`src/rtl/seven_seg_pkg.sv`:
```
// seven_seg_pkg: shared constants for the seven-segment scanner.
// Segment patterns are stored active-high in {g,f,e,d,c,b,a} order;
// polarity is applied at the scanner outputs.
package seven_seg_pkg;

  // Entry n is the pattern for hex digit n (entry 15 listed first).
  localparam logic [15:0][6:0] SEG_TABLE = {
    7'h71,  // F: a e f g
    7'h79,  // E
    7'h5E,  // d
    7'h39,  // C
    7'h7C,  // b
    7'h77,  // A: a b c e f g
    7'h6F,  // 9
    7'h7F,  // 8: all
    7'h07,  // 7: a b c
    7'h7D,  // 6
    7'h6D,  // 5
    7'h66,  // 4
    7'h4F,  // 3
    7'h5B,  // 2
    7'h06,  // 1: b c
    7'h3F   // 0: a b c d e f
  };

  // Bits needed to hold values 0..v-1 (at least 1).
  function automatic int unsigned clog2(input int unsigned v);
    int unsigned r;
    r = 0;
    while ((64'd1 << r) < 64'(v)) r++;
    return (r == 0) ? 1 : r;
  endfunction

endpackage

```
`src/rtl/seven_seg_scanner_hex.sv`:
```
// hex_to_seven_seg: combinational hex nibble to active-high segment decode.
module hex_to_seven_seg
  import seven_seg_pkg::*;
(
  input  logic [3:0] nibble,
  output logic [6:0] seg
);

  // Table lookup of the active-high pattern
  always_comb begin
    seg = SEG_TABLE[nibble];
  end

endmodule

```
`src/rtl/seven_seg_scanner.sv`:
```
// seven_seg_scanner: time-multiplexed driver for N_DIGITS seven-segment digits.
// Optional feature: define SEVEN_SEG_LEADING_ZERO_BLANK_EN to suppress leading
// zeros (digit 0 always shown, a requested decimal point ends suppression).
module seven_seg_scanner
  import seven_seg_pkg::*;
#(
  parameter int unsigned N_DIGITS         = 4,
  parameter int unsigned PRESCALE         = 50000,
  parameter int unsigned BLANK_CYCLES     = 2,
  parameter bit          DIGIT_ACTIVE_LOW = 1'b1,
  parameter bit          SEG_ACTIVE_LOW   = 1'b1
) (
  input  logic                    clock,
  input  logic                    reset_n,
  input  logic                    enable,
  input  logic [4*N_DIGITS-1:0]   value,
  input  logic [N_DIGITS-1:0]     dp_in,
  input  logic [N_DIGITS-1:0]     blank_mask,
  output logic [N_DIGITS-1:0]     digit,
  output logic [6:0]              segments,
  output logic                    dp,
  output logic                    frame_tick
);

  localparam int unsigned IW = clog2(N_DIGITS);
  localparam int unsigned PW = clog2(PRESCALE);

  localparam logic [PW-1:0] PRESC_LAST = PW'(PRESCALE - 1);
  localparam logic [PW-1:0] BLANK_END  = PW'(BLANK_CYCLES);
  localparam logic [IW-1:0] IDX_LAST   = IW'(N_DIGITS - 1);

  localparam logic [N_DIGITS-1:0] DIGIT_OFF = DIGIT_ACTIVE_LOW ? '1 : '0;
  localparam logic [6:0]          SEG_OFF   = SEG_ACTIVE_LOW ? '1 : '0;
  localparam logic                DP_OFF    = SEG_ACTIVE_LOW;

  logic [PW-1:0]       presc_q, presc_d;
  logic [IW-1:0]       idx_q, idx_d;
  logic [3:0]          nib_q, nib_d;
  logic                dpl_q, dpl_d;
  logic                blank_q, blank_d;
  logic                pend_q, pend_d;
  logic [N_DIGITS-1:0] digit_q, digit_d;
  logic [6:0]          seg_q, seg_d;
  logic                dp_q, dp_d;
  logic                ft_q, ft_d;

  logic                boundary;
  logic                show;
  logic [6:0]          seg_hi;
  logic [N_DIGITS-1:0] onehot;

  hex_to_seven_seg u_dec (
    .nibble (nib_d),
    .seg    (seg_hi)
  );

`ifdef SEVEN_SEG_LEADING_ZERO_BLANK_EN
  logic [N_DIGITS-1:0] lz_sup;

  // Mark digits inside the leading-zero run, walking down from the MSB
  always_comb begin
    logic run;
    run    = 1'b1;
    lz_sup = '0;
    for (int unsigned i = N_DIGITS - 1; i >= 1; i--) begin
      run       = run && (value[4*i +: 4] == 4'h0) && !dp_in[i];
      lz_sup[i] = run;
    end
  end
`endif

  // Prescaler, digit index, slot latch and registered output computation
  always_comb begin
    presc_d  = presc_q;
    idx_d    = idx_q;
    nib_d    = nib_q;
    dpl_d    = dpl_q;
    blank_d  = blank_q;
    pend_d   = pend_q;
    ft_d     = 1'b0;
    boundary = 1'b0;

    if (enable) begin
      boundary = (presc_q == PRESC_LAST);
      if (boundary) begin
        presc_d = '0;
        idx_d   = (idx_q == IDX_LAST) ? '0 : idx_q + 1'b1;
        ft_d    = (idx_q == IDX_LAST);
      end else begin
        presc_d = presc_q + 1'b1;
      end
      // After reset no boundary has latched slot 0 yet, so the pending flag
      // loads it on the first enabled cycle, still inside the blank window.
      if (boundary || pend_q) begin
        nib_d   = value[{idx_d, 2'b00} +: 4];
        dpl_d   = dp_in[idx_d];
`ifdef SEVEN_SEG_LEADING_ZERO_BLANK_EN
        blank_d = blank_mask[idx_d] | lz_sup[idx_d];
`else
        blank_d = blank_mask[idx_d];
`endif
        pend_d  = 1'b0;
      end
    end

    // Outputs are derived from next state so they line up with the new slot.
    show   = enable && (presc_d >= BLANK_END) && !blank_d;
    onehot = N_DIGITS'(1) << idx_d;

    digit_d = show ? onehot : '0;
    seg_d   = show ? seg_hi : '0;
    dp_d    = show & dpl_d;

    if (DIGIT_ACTIVE_LOW) digit_d = ~digit_d;
    if (SEG_ACTIVE_LOW) begin
      seg_d = ~seg_d;
      dp_d  = ~dp_d;
    end
  end

  // State and output registers with synchronous active-low reset
  always_ff @(posedge clock) begin
    if (!reset_n) begin
      presc_q <= '0;
      idx_q   <= '0;
      nib_q   <= '0;
      dpl_q   <= 1'b0;
      blank_q <= 1'b1;
      pend_q  <= 1'b1;
      digit_q <= DIGIT_OFF;
      seg_q   <= SEG_OFF;
      dp_q    <= DP_OFF;
      ft_q    <= 1'b0;
    end else begin
      presc_q <= presc_d;
      idx_q   <= idx_d;
      nib_q   <= nib_d;
      dpl_q   <= dpl_d;
      blank_q <= blank_d;
      pend_q  <= pend_d;
      digit_q <= digit_d;
      seg_q   <= seg_d;
      dp_q    <= dp_d;
      ft_q    <= ft_d;
    end
  end

  assign digit      = digit_q;
  assign segments   = seg_q;
  assign dp         = dp_q;
  assign frame_tick = ft_q;

endmodule

```
`config.mk`:
```
export PLATFORM = sky130hd
export DESIGN_NAME = seven_seg_scanner
export DESIGN_NICKNAME = d
export VERILOG_FILES = /design/src/rtl/seven_seg_pkg.sv /design/src/rtl/seven_seg_scanner_hex.sv /design/src/rtl/seven_seg_scanner.sv
export SDC_FILE = /design/constraint.sdc
export NUM_CORES = 1
export LEC_CHECK = 0
export ABC_AREA = 1
export CORE_MARGIN = 2
export CORE_UTILIZATION = 49
export CTS_CLUSTER_SIZE = 40
export DETAILED_ROUTE_END_ITERATION = 6
export GPL_ROUTABILITY_DRIVEN = 0
export PLACE_DENSITY = 0.73
export SYNTH_ARGS = -nofsm -noshare
export SYNTH_HDL_FRONTEND = slang
export SYNTH_HIERARCHICAL = 1
export SYNTH_SLANG_ARGS = --single-unit
```
`constraint.sdc`:
```
create_clock -name clock -period 2.7 [get_ports clock]
set_clock_uncertainty 0.2 [all_clocks]
set_input_delay 0.54 -clock clock [delete_from_list [all_inputs] [get_ports clock]]
set_output_delay 0.54 -clock clock [all_outputs]
set_load 0.02 [all_outputs]
```
==> summary.md, run 1 <==
| Metric | Value |
|---|---|
| Area Overhead vs Synth | `40.96%` |
| Worst hold-check path type | `flop to flop` |
| Seq/Total Area, Yosys | `30.52%` |
| Simple logic cell fraction of the synthesized area | `approximately 44%` |
| DR vias | `2,699` |
| Mux cell area share after synthesis | `0%` |
| Combinational power share | `~17%` |
| Commonest non-fill, non-tap cell in the layout | `nand2_1` |
| Slew @ Worst Pin | `approximately 0.34 ns` |
| Synth Area in XOR/XNOR | `approximately 1.1%` |
| Final WL | `6588 um` |
| Setup ws final | `0.09704 ns` |
| Vias per cell | `5.026` |
| Worst Path Max Fanout | `7` |
| Internal power | `between 0.001 and 0.0015 W` |
| Slew headroom | `77.39%` |
| Clk sinks | `38` |
| CTS max path bufs | `2` |
| Die Area | `5673 um2` |
| Final Hold Vio Count | `0` |
| Setup WS pre-CTS | `-0.1567 ns` |
| P_leak | `1.667 nW` |
| Routed len/inst | `12.27 um` |
| Register share of total power | `about 40%` |
| Maximum VDD drop | `0.2794 mV` |
| Largest family of logic cells by synthesized area | `simple AND/OR/NAND/NOR gates` |
| Crit share post-route | `96.41%` |
| TritonCTS buffer count | `5` |
| Tot Pwr | `0.001428 W` |
| Cells after DPL | `525` |
| Worst setup EP type | `flop` |
| Clock power share | `42.2%` |
| CTS tree | `done` |
| Syn Inst Count | `382` |
| Critical Path AT | `2.58 ns` |
| Initial Utilization | `51.74%` |
| CP Data Required Time | `2.68 ns` |
| Vias in the first global route | `2,430` |
| Hold buffers post-CTS | `0` |
| Sw Share | `24.10%` |
| Largest net degree at the start of global routing | `15` |
| Pins Over Slew Limit | `0` |
| Drc violations | `0` |
| Max Clock Freq | `384.2 MHz` |
| Mapped Avg Cell Area | `6.525 um2` |
| Layout cells sized above 1 | `~26%` |
| Status | `finished, final reports clean` |
| Placeable Area | `4817 um2` |
| Nets | `around 510` |
| Half-perimeter wire length after placement | `5041 um` |
| Post-synth EDFFs | `0` |
| First-pass GRT wire length | `approximately 11,000 um` |
| Row cnt | `25` |
| Routed Antenna Nets | `0` |
| Global route overflow | `0` |
| Mapped Area | `about 2500 um2` |
| ANT cells | `0` |
| Initial antenna violation count | `0` |
| Synth Flop Type | `dfxtp_1` |
| Boundary Pins | `40` |
| Drt first pass iters | `5` |
| Final setup viols | `0` |
| Maxcap violations | `0` |
| DR iter-0 viols | `150` |
| Post-route cell area | `roughly 3500 um2` |
| Ys async rst share | `0%` |
| Die width | `75.32 um` |
| H-Tree Depth | `2` |
| Non-filler instance count after layout | `537` |
| #FFs+latches synth | `38` |
| Die height | `75.32 um` |
| CP startpoint kind | `flop` |
| CTS root buf | `clkbuf_8` |
| Unrepaired setup endpoints after global routing | `yes` |
| Post-layout minimum cycle time | `2.603 ns` |
| Kind of critical path | `flop to flop` |
| Pwr dens | `406.4 nW/um2` |
| CTS clk-pin slew, worst paths | `0.08 ns` |
| Synth cell types | `32` |
| Net Sw Power | `about 0.00034 W` |
| GRT Util Overall | `approximately 24%` |
| Most frequent cells in the layout | `nand2_1 (92), buf_4 (49), nor2_1 (47)` |
| DP Area | `roughly 3300 um2` |
| Post-Synth Adder-Cell Area | `4.518%` |
| Synth warnings | `6` |
| Clk_lat worst skew | `0.29 ns` |
| Compound-Gate Fraction of Synth Area | `8.032%` |
| Synthesized Nets | `418` |
| Port Buf Inserts | `39` |
logic make-up (layout without fill, tap and decap cells):
| family | count (synthesis) | after routing |
|---|---|---|
| xor+xnor | 3 | 3 |
| flops | 38 | 38 |
| buf+inv | 68 | 156 |
| simple gates | 231 | 231 |
| fa+ha+maj | 9 | 9 |
| compound gates | 33 | 33 |
stage by stage:
stage / TNS, ns / hold WS (ns) / util [%]
final: 0 / 0.2809 / 72.94
after global routing: -0.2622 / 0.2788 / 72.94
after CTS: 0 / 0.2648 / 70.57
after detailed placement: -1.615 / 0.2571 / 67.56
after global placement: -1.393 / 0.2374 / 67.56
after floorplan: 0 / 0.2187 / -
power by group through the flow:
stage                     logic (W)  clock network, W  registers [W]
after floorplan            0.000133                 0       0.000590
after global placement     0.000225                 0       0.000587
after detailed placement   0.000228                 0       0.000588
after CTS                  0.000229          0.000610       0.000575
after global routing       0.000275          0.000634       0.000577
final                      0.000249          0.000603       0.000576
synthesized netlist by cell type, drive strengths merged, types with 2 or more instances:
master	instances	area, um2
ha	9	112.6
nor3	4	20.02
inv	57	214.0
o21ai	17	85.08
o211ai	4	30.03
nand3b	3	22.52
nand2	106	436.7
a21oi	11	73.83
dfxtp	38	760.7
clkbuf	2	7.510
nand3	48	287.8
buf	8	70.06
nand4	6	37.54
nor2	57	249.0
or2	6	37.54
xor2	3	26.28
layer usage:
layer / up-vias / global-route usage (%) / part of all wire [%]
met5: - / 0 / 0
met4: 0 / 6.433 / 1.4
met3: 11 / 5.159 / 4.4
met2: 80 / 43.48 / 51
met1: 1237 / 29.28 / 43
li1: 1371 / - / -
state kept, by name, summed over array words and instances, names as in the netlist:
| signal | flops |
|---|---|
| pend_q | 1 |
| segments | 7 |
| dpl_q | 1 |
| digit | 4 |
| idx_q | 2 |
| presc_q | 16 |
| frame_tick | 1 |
| blank_q | 1 |
| dp | 1 |
| nib_q | 4 |
final timing paths:
path	startpoint	to	slack (ns)	depth (start not counted)
hold / removal	pend_q	pend_q	0.28	2
setup / recovery	presc_q[15]	segments[1]	0.1	18
hold reg to reg	pend_q	pend_q	0.28	2
setup reg to reg	presc_q[15]	segments[1]	0.1	18
critical path, cell delays in order (launching register included):
cell and delay (ns):
dfxtp_1 0.34, nand2_1 0.06, inv_1 0.05, nand2_1 0.11
nor2_1 0.26, nand2_2 0.10, nand2_2 0.09, nand2_4 0.08
buf_4 0.14, buf_4 0.14, a21oi_1 0.10, o21ai_0 0.09
o211ai_1 0.14, nand2_1 0.13, inv_2 0.09, buf_4 0.13
nand3_1 0.09, nand2_2 0.08, nand3_2 0.06
area by class of cell:
class / instances / area (um2)
multi-input combinational: 276 / 1511
fill: 412 / 1304
timing repair buffer: 90 / 789.5
sequential: 38 / 765.7
inverter: 58 / 220.2
tap: 67 / 83.83
clock buffer: 6 / 82.58
clock inverter: 2 / 60.06
repair_timing:
item | CTS | global route
setup buffers | 0 | 4
pin swaps | 0 | 18
resized for setup | 1 | 32
setup endpoints to repair | 3 | 7
Note: power is estimated with default switching activity, not from simulation.
==> inputs of run 2 (changes only) <==
- CORE_ASPECT_RATIO: unset -> 1.75
- CORE_UTILIZATION: 49 -> 54
- PLACE_DENSITY: 0.73 -> 0.76
- clock period: 2.7 -> 3 ns (I/O delays scaled with it)
==> run 2 against run 1 <==
  * Register-to-register slack better by 0.13 ns
  * Global-route usage increased by 1.1 points
  * Sequential power fell by 9.9%
  * Combinational power is 22% lower
  * Critical endpoint is now segments[3]
  * Largest cell class unchanged
  * Largest power group is now registers
==> summary.md, run 2 (synthesis results as in run 1) <==
| Metric | Value |
|---|---|
| Critical Path AT | `2.75 ns (+0.17 ns)` |
| Worst Hold Margin | `0.2624 ns (-0.01848 ns)` |
| Post-layout minimum cycle time | `2.771 ns (+0.1683 ns)` |
| Die Area | `5196 um2 (-8.4%)` |
| FF-to-FF End | `segments[3]` |
| Reg2Reg Launch Point | `presc_q[0]` |
| Clk_lat worst skew | `0.30 ns (about the same)` |
| Nets | `475 (-5.9%)` |
| Slew @ Worst Pin | `0.7526 ns (+0.4170 ns)` |
| Setup WS pre-CTS | `0.06491 ns (+0.2216 ns)` |
| Most frequent cells in the layout | `nand2_1 (99), inv_1 (51), nor2_1 (47)` |
| Layout cells sized above 1 | `16.59% (-9.4 points)` |
| Maximum VDD drop | `0.4045 mV (+45%)` |
| Routed Antenna Nets | `0 (unchanged)` |
| Largest net degree at the start of global routing | `21 (+6)` |
| Slew headroom | `49.77% (-28 points)` |
| ANT cells | `0 (unchanged)` |
| Final Hold Vio Count | `0 (unchanged)` |
| Die width | `55.36 um (-27%)` |
| Worst hold-check path type | `flop to flop` |
| CTS clk-pin slew, worst paths | `0.08 ns (about the same)` |
| Maxcap violations | `0 (unchanged)` |
| Fillers | `389 (-5.6%)` |
| Port Buf Inserts | `39 (unchanged)` |
| Drt first pass iters | `4 (-1)` |
| Row cnt | `32 (+28%)` |
| CP Data Required Time | `2.98 ns (+0.30 ns)` |
| Pins Over Slew Limit | `0 (unchanged)` |
| CP Launch Point | `presc_q[0]` |
| Worst setup EP type | `flop` |
| H-Tree Depth | `2 (unchanged)` |
| WHS Path Cells | `2 (unchanged)` |
| Final setup viols | `0 (unchanged)` |
| Worst setup path endpoint | `segments[3]` |
| P_leak | `1.467 nW (-12%)` |
| First-pass GRT wire length | `10,210 um (-3.0%)` |
| Die height | `93.88 um (+25%)` |
| DR vias | `2,503 (-7.3%)` |
| Vias in the first global route | `2,372 (-2.4%)` |
| Final WL | `6256 um (-5.0%)` |
| Crit share post-route | `92.37% (-4.0 points)` |
| Worst reg-to-reg path cell count | `18 (unchanged)` |
| Commonest non-fill, non-tap cell in the layout | `nand2_1` |
| Clk sinks | `38 (unchanged)` |
| Drc violations | `0 (unchanged)` |
| Routed len/inst | `12.74 um (+3.9%)` |
| Global route overflow | `0 (unchanged)` |
| Initial Utilization | `56.59% (+4.9 points)` |
| Max Clock Freq | `360.9 MHz (-6.1%)` |
| Kind of critical path | `flop to flop` |
| Largest register FFs | `16 (unchanged)` |
| Area Overhead vs Synth | `26.26%` |
| Flop-to-flop setup slack | `0.23 ns (+0.13 ns)` |
| Vias per cell | `5.098 (+1.4%)` |
| Post-route cell area | `3147 um2 (-10%)` |
| Fin util | `71.45% (-1.5 points)` |
| DR iter-0 viols | `90 (-40%)` |
| Placeable Area | `4404 um2 (-8.6%)` |
| CP startpoint kind | `flop` |
| Half-perimeter wire length after placement | `4973 um (-1.3%)` |
| Register name with the most flops | `presc_q` |
| CTS max path bufs | `2 (unchanged)` |
| Status | `finished, final reports clean` |
| Boundary Pins | `40 (unchanged)` |
| TritonCTS buffer count | `5 (unchanged)` |
| Pwr dens | `345.7 nW/um2 (-15%)` |
| DP Area | `2989 um2 (-8.2%)` |
| Worst Path Max Fanout | `7 (unchanged)` |
| CTS tree | `done` |
| CTS root buf | `clkbuf_8` |
| Initial antenna violation count | `0 (unchanged)` |
| GRT Util Overall | `25.27% (+1.1 points)` |
| Setup ws final | `0.2288 ns (+0.1317 ns)` |
[run 2: final cells by class]
class | instances | area (um2) | share of cell area (%)
clock inverter | 2 | 12.51 | 0.3976
multi-input combinational | 276 | 1456 | 46.28
tap | 51 | 63.81 | 2.028
sequential | 38 | 765.7 | 24.33
inverter | 58 | 217.7 | 6.918
timing repair buffer | 60 | 548.0 | 17.42
clock buffer | 6 | 82.58 | 2.624
[run 2: repair_timing]
item                                    CTS  global route
resized for setup                         0             9
hold endpoints to repair                  0             0
setup buffers                             0             5
endpoints found under the setup margin    0             7
hold buffers                              0             0
[run 2: per-layer routing]
layer | global-route usage (%) | routed length [um] | vias to the layer above
met4 | 15.04 | 286 | 0
met5 | 0 | 0 | -
met2 | 51.59 | 3578 | 71
li1 | - | - | 1304
met1 | 22.42 | 2196 | 1105
met3 | 3.444 | 195 | 23
[run 2: how the worst min path moves through the flow]
stage,to,slack (ns),start
after floorplan,pend_q,0.22,pend_q
after global placement,pend_q,0.23,pend_q
after detailed placement,pend_q,0.25,pend_q
after CTS,pend_q,0.27,pend_q
after global routing,pend_q,0.31,pend_q
final,pend_q,0.26,pend_q
[run 2: power breakdown]
part	leakage, nW	total (W)	switching [W]	internal [W]
sequential	0.310	0.000519	0.00000486	0.000514
combinational	1.11	0.000193	0.000103	0.0000894
clock	0.0472	0.000376	0.000191	0.000185
[run 2: through the flow]
step	setup TNS, ns	total power (W)	cells
after floorplan	0	0.0006506	382
after global placement	0	0.0007175	478
after detailed placement	0	0.0007199	478
after CTS	0	0.001090	486
after global routing	-0.008129	0.001135	491
final	0	0.001088	491
[run 2: critical path, cell delays in order (launching register included)]
cell and delay, ns:
dfxtp_4 0.38, ha_4 0.16, nand2_1 0.06, clkinv_1 0.08
nand2_2 0.08, nor2_4 0.17, nand3_4 0.14, nand2_4 0.13
o21ai_0 0.08, o211ai_1 0.24, nand2_1 0.11, inv_1 0.12
inv_1 0.10, ha_1 0.29, nand2_1 0.06, o21ai_1 0.08
nand2_1 0.06, nand2_1 0.06, nand3_1 0.07
==> inputs of run 3 (changes only) <==
- PLACE_DENSITY: 0.76 -> 0.78
- clock period: 3 -> 3.1 ns (I/O delays scaled with it)
==> run 3 against run 2 <==
  * Worst setup slack improved by 0.038 ns
  * Cell count down 2.4%
  * Routed wire length down 1.2%
  * Combinational power decreased by 6%
  * Critical path depth is 2 higher
  * Sequential power decreased by 3%
  * Cell area fell by 1.1%
  * Core utilization shrank 0.80 points
  * Worst hold slack lost 0.0051 ns
  * Critical path type unchanged
  * Largest cell class unchanged
==> summary.md, run 3 (synthesis results as in run 1) <==
| Metric | Value |
|---|---|
| Status | `finished, final reports clean` |
| DR iter-0 viols | `113 (+26%)` |
| Non-filler instance count after layout | `479 (-2.4%)` |
| CP Data Required Time | `3.05 ns (+0.07 ns)` |
| Final Hold Vio Count | `0 (unchanged)` |
| CTS tree | `done` |
| CTS root buf | `clkbuf_8` |
| Slew headroom | `67.11% (+17 points)` |
| Hold Crit Start | `pend_q` |
| Largest register FFs | `16 (unchanged)` |
| Port Buf Inserts | `39 (unchanged)` |
| Vias in the first global route | `2,430 (+2.4%)` |
| Area Overhead vs Synth | `24.85%` |
| Drc violations | `0 (unchanged)` |
| Initial antenna violation count | `0 (unchanged)` |
| DR vias | `2,491 (-0.48%)` |
| CP Launch Point | `presc_q[0]` |
| CTS max path bufs | `2 (unchanged)` |
| Kind of critical path | `flop to flop` |
| Worst Path Max Fanout | `15 (+8)` |
| Routed len/inst | `12.91 um (+1.3%)` |
| Clk_lat worst skew | `0.29 ns (about the same)` |
| WHS Path Cells | `2 (unchanged)` |
| Pwr dens | `382.3 nW/um2 (+11%)` |
| CP startpoint kind | `flop` |
| Half-perimeter wire length after placement | `4887 um (-1.7%)` |
| ANT cells | `0 (unchanged)` |
| Flop-to-flop setup slack | `0.27 ns (+0.04 ns)` |
| Most frequent cells in the layout | `nand2_1 (99), nor2_1 (49), inv_1 (49)` |
| Critical Path Most Common Cell | `nand2_1` |
| Layout cells sized above 1 | `14.95% (-1.6 points)` |
| Row cnt | `32 (unchanged)` |
| Worst reg-to-reg path cell count | `20 (+2)` |
| Maximum VDD drop | `0.4138 mV (+2.3%)` |
| GRT Util Overall | `24.81% (-0.46 points)` |
| Die width | `55.36 um (unchanged)` |
| H-Tree Depth | `2 (unchanged)` |
| Die height | `93.88 um (unchanged)` |
| Slowest cell on crit path | `dfxtp_4` |
| Nets | `463 (-2.5%)` |
| Clk sinks | `38 (unchanged)` |
| Slew @ Worst Pin | `0.4929 ns (-0.2597 ns)` |
| Maxcap violations | `0 (unchanged)` |
| Final WL | `6184 um (-1.2%)` |
| Critical Path AT | `2.78 ns (+0.03 ns)` |
| Commonest non-fill, non-tap cell in the layout | `nand2_1` |
| Crit-path cells | `ha_4 > nand2_1 > clkinv_1 > nand2_2 > nor2_4 > nand2_4 > nand2_8 > nand2_8 > a21oi_2 > o21ai_0 > o211ai_1 > nand2_1 > inv_2 > inv_1 > ha_1 > nand2_1 > o21ai_0 > nand2_1 > nand2_1 > nand3_1` |
| Boundary Pins | `40 (unchanged)` |
| Vias per cell | `5.200 (+2.0%)` |
| Fillers | `380 (-2.3%)` |
| Reg area | `770.7 um2 (+0.65%)` |
| Slowest cell delay on critical path | `0.37 ns (about the same)` |
| Die Area | `5196 um2 (unchanged)` |
| Global route overflow | `0 (unchanged)` |
| Crit share post-route | `91.39% (-0.98 points)` |
| Drt first pass iters | `4 (unchanged)` |
| Hold path endpoint | `pend_q` |
| Pins Over Slew Limit | `0 (unchanged)` |
| Cells after DPL | `471 (-1.5%)` |
| CTS clk-pin slew, worst paths | `0.08 ns (about the same)` |
| Final setup viols | `0 (unchanged)` |
| Post-layout minimum cycle time | `2.833 ns (+0.06201 ns)` |
| Largest net degree at the start of global routing | `16 (-24%)` |
| Routed Antenna Nets | `0 (unchanged)` |
| Reg2Reg Launch Point | `presc_q[0]` |
| Final setup TNS | `0 ns (unchanged)` |
| Worst setup EP type | `flop` |
| First-pass GRT wire length | `10,090 um (-1.2%)` |
| P_leak | `1.429 nW (-2.6%)` |
| Register name with the most flops | `presc_q` |
| Max Clock Freq | `353.0 MHz (-2.2%)` |
| Post-CTS Setup Inserts | `0 (unchanged)` |
| Initial Utilization | `56.59% (unchanged)` |
| Worst hold-check path type | `flop to flop` |
| Placeable Area | `4404 um2 (unchanged)` |
| FF-to-FF End | `segments[3]` |
| TritonCTS buffer count | `5 (unchanged)` |
| Area of the multi-input gates | `1464 um2 (+0.51%)` |
==> run 3: cell count changes in the layout (fill, tap and decap cells not counted), moves of 2 or more <==
| cell | change |
|---|---|
| bufinv_16 | +2 |
| inv_1 | -2 |
| nor2_1 | +2 |
| nor2_2 | -2 |
| dfxtp_1 | -2 |
| inv_2 | +2 |
| buf_4 | -12 |
==> run 3: per-layer routing <==
layer | share of wire (%) | vias to the layer above | track usage [%]
li1 | - | 1283 | -
met1 | 35 | 1107 | 21.65
met2 | 57 | 81 | 51.39
met3 | 3.8 | 20 | 3.168
met4 | 4.1 | 0 | 14.43
met5 | 0 | - | 0
==> run 3: repair_timing <==
action,4_1_cts,5_1_grt
resized for setup,0,13
endpoints found under the setup margin,0,7
hold endpoints to repair,0,0
hold buffers,0,0
==> run 3: worst max-delay path by stage <==
stage                   to  cells after the start
2_1_floorplan  segments[3]                     21
3_3_place_gp   segments[3]                     13
3_5_place_dp   segments[0]                     11
4_1_cts        segments[3]                     20
5_1_grt        segments[3]                     20
6_report       segments[3]                     20
==> run 3: where the power goes <==
group	internal [W]	switching (W)	leakage, nW
combinational	0.0000807	0.000101	1.05
sequential	0.000497	0.00000470	0.311
clock	0.000322	0.000184	0.0683
total	0.000900	0.000289	1.43
==> run 3: area by class of cell <==
cell class	count	share of cell area, %
Clock buffer	5	2.212
Tap cell	51	2.051
Timing Repair Buffer	48	14.72
Sequential cell	38	24.77
Multi-Input combinational cell	276	47.04
Inverter	58	6.996
Clock inverter	3	2.212
==> run 3: worst max-delay path: cells and delay by family, from the launching register on <==
family / cells / cell delay (ns)
buffers and inverters: 3 / 0.27
AO/OA/AOI/OAI: 4 / 0.41
AND/OR/NAND/NOR: 11 / 0.99
adder cells (fa/ha/maj): 2 / 0.43
flip-flops: 1 / 0.37
==> run 3: per-stage QoR <==
step                setup WS [ns]  cell area (um2)  utilization, %  hold slack [ns]  total power, W
global placement          0.07174             2937           66.68           0.2286       0.0006871
CTS                       0.02427             3074           69.80           0.2559        0.001194
finish                     0.2668             3112           70.65           0.2573        0.001190
global route            -0.003278             3112           70.65           0.2687        0.001233
floorplan                  0.4147             2492               -           0.2187       0.0006296
detailed placement        0.01521             2937           66.68           0.2383       0.0006886
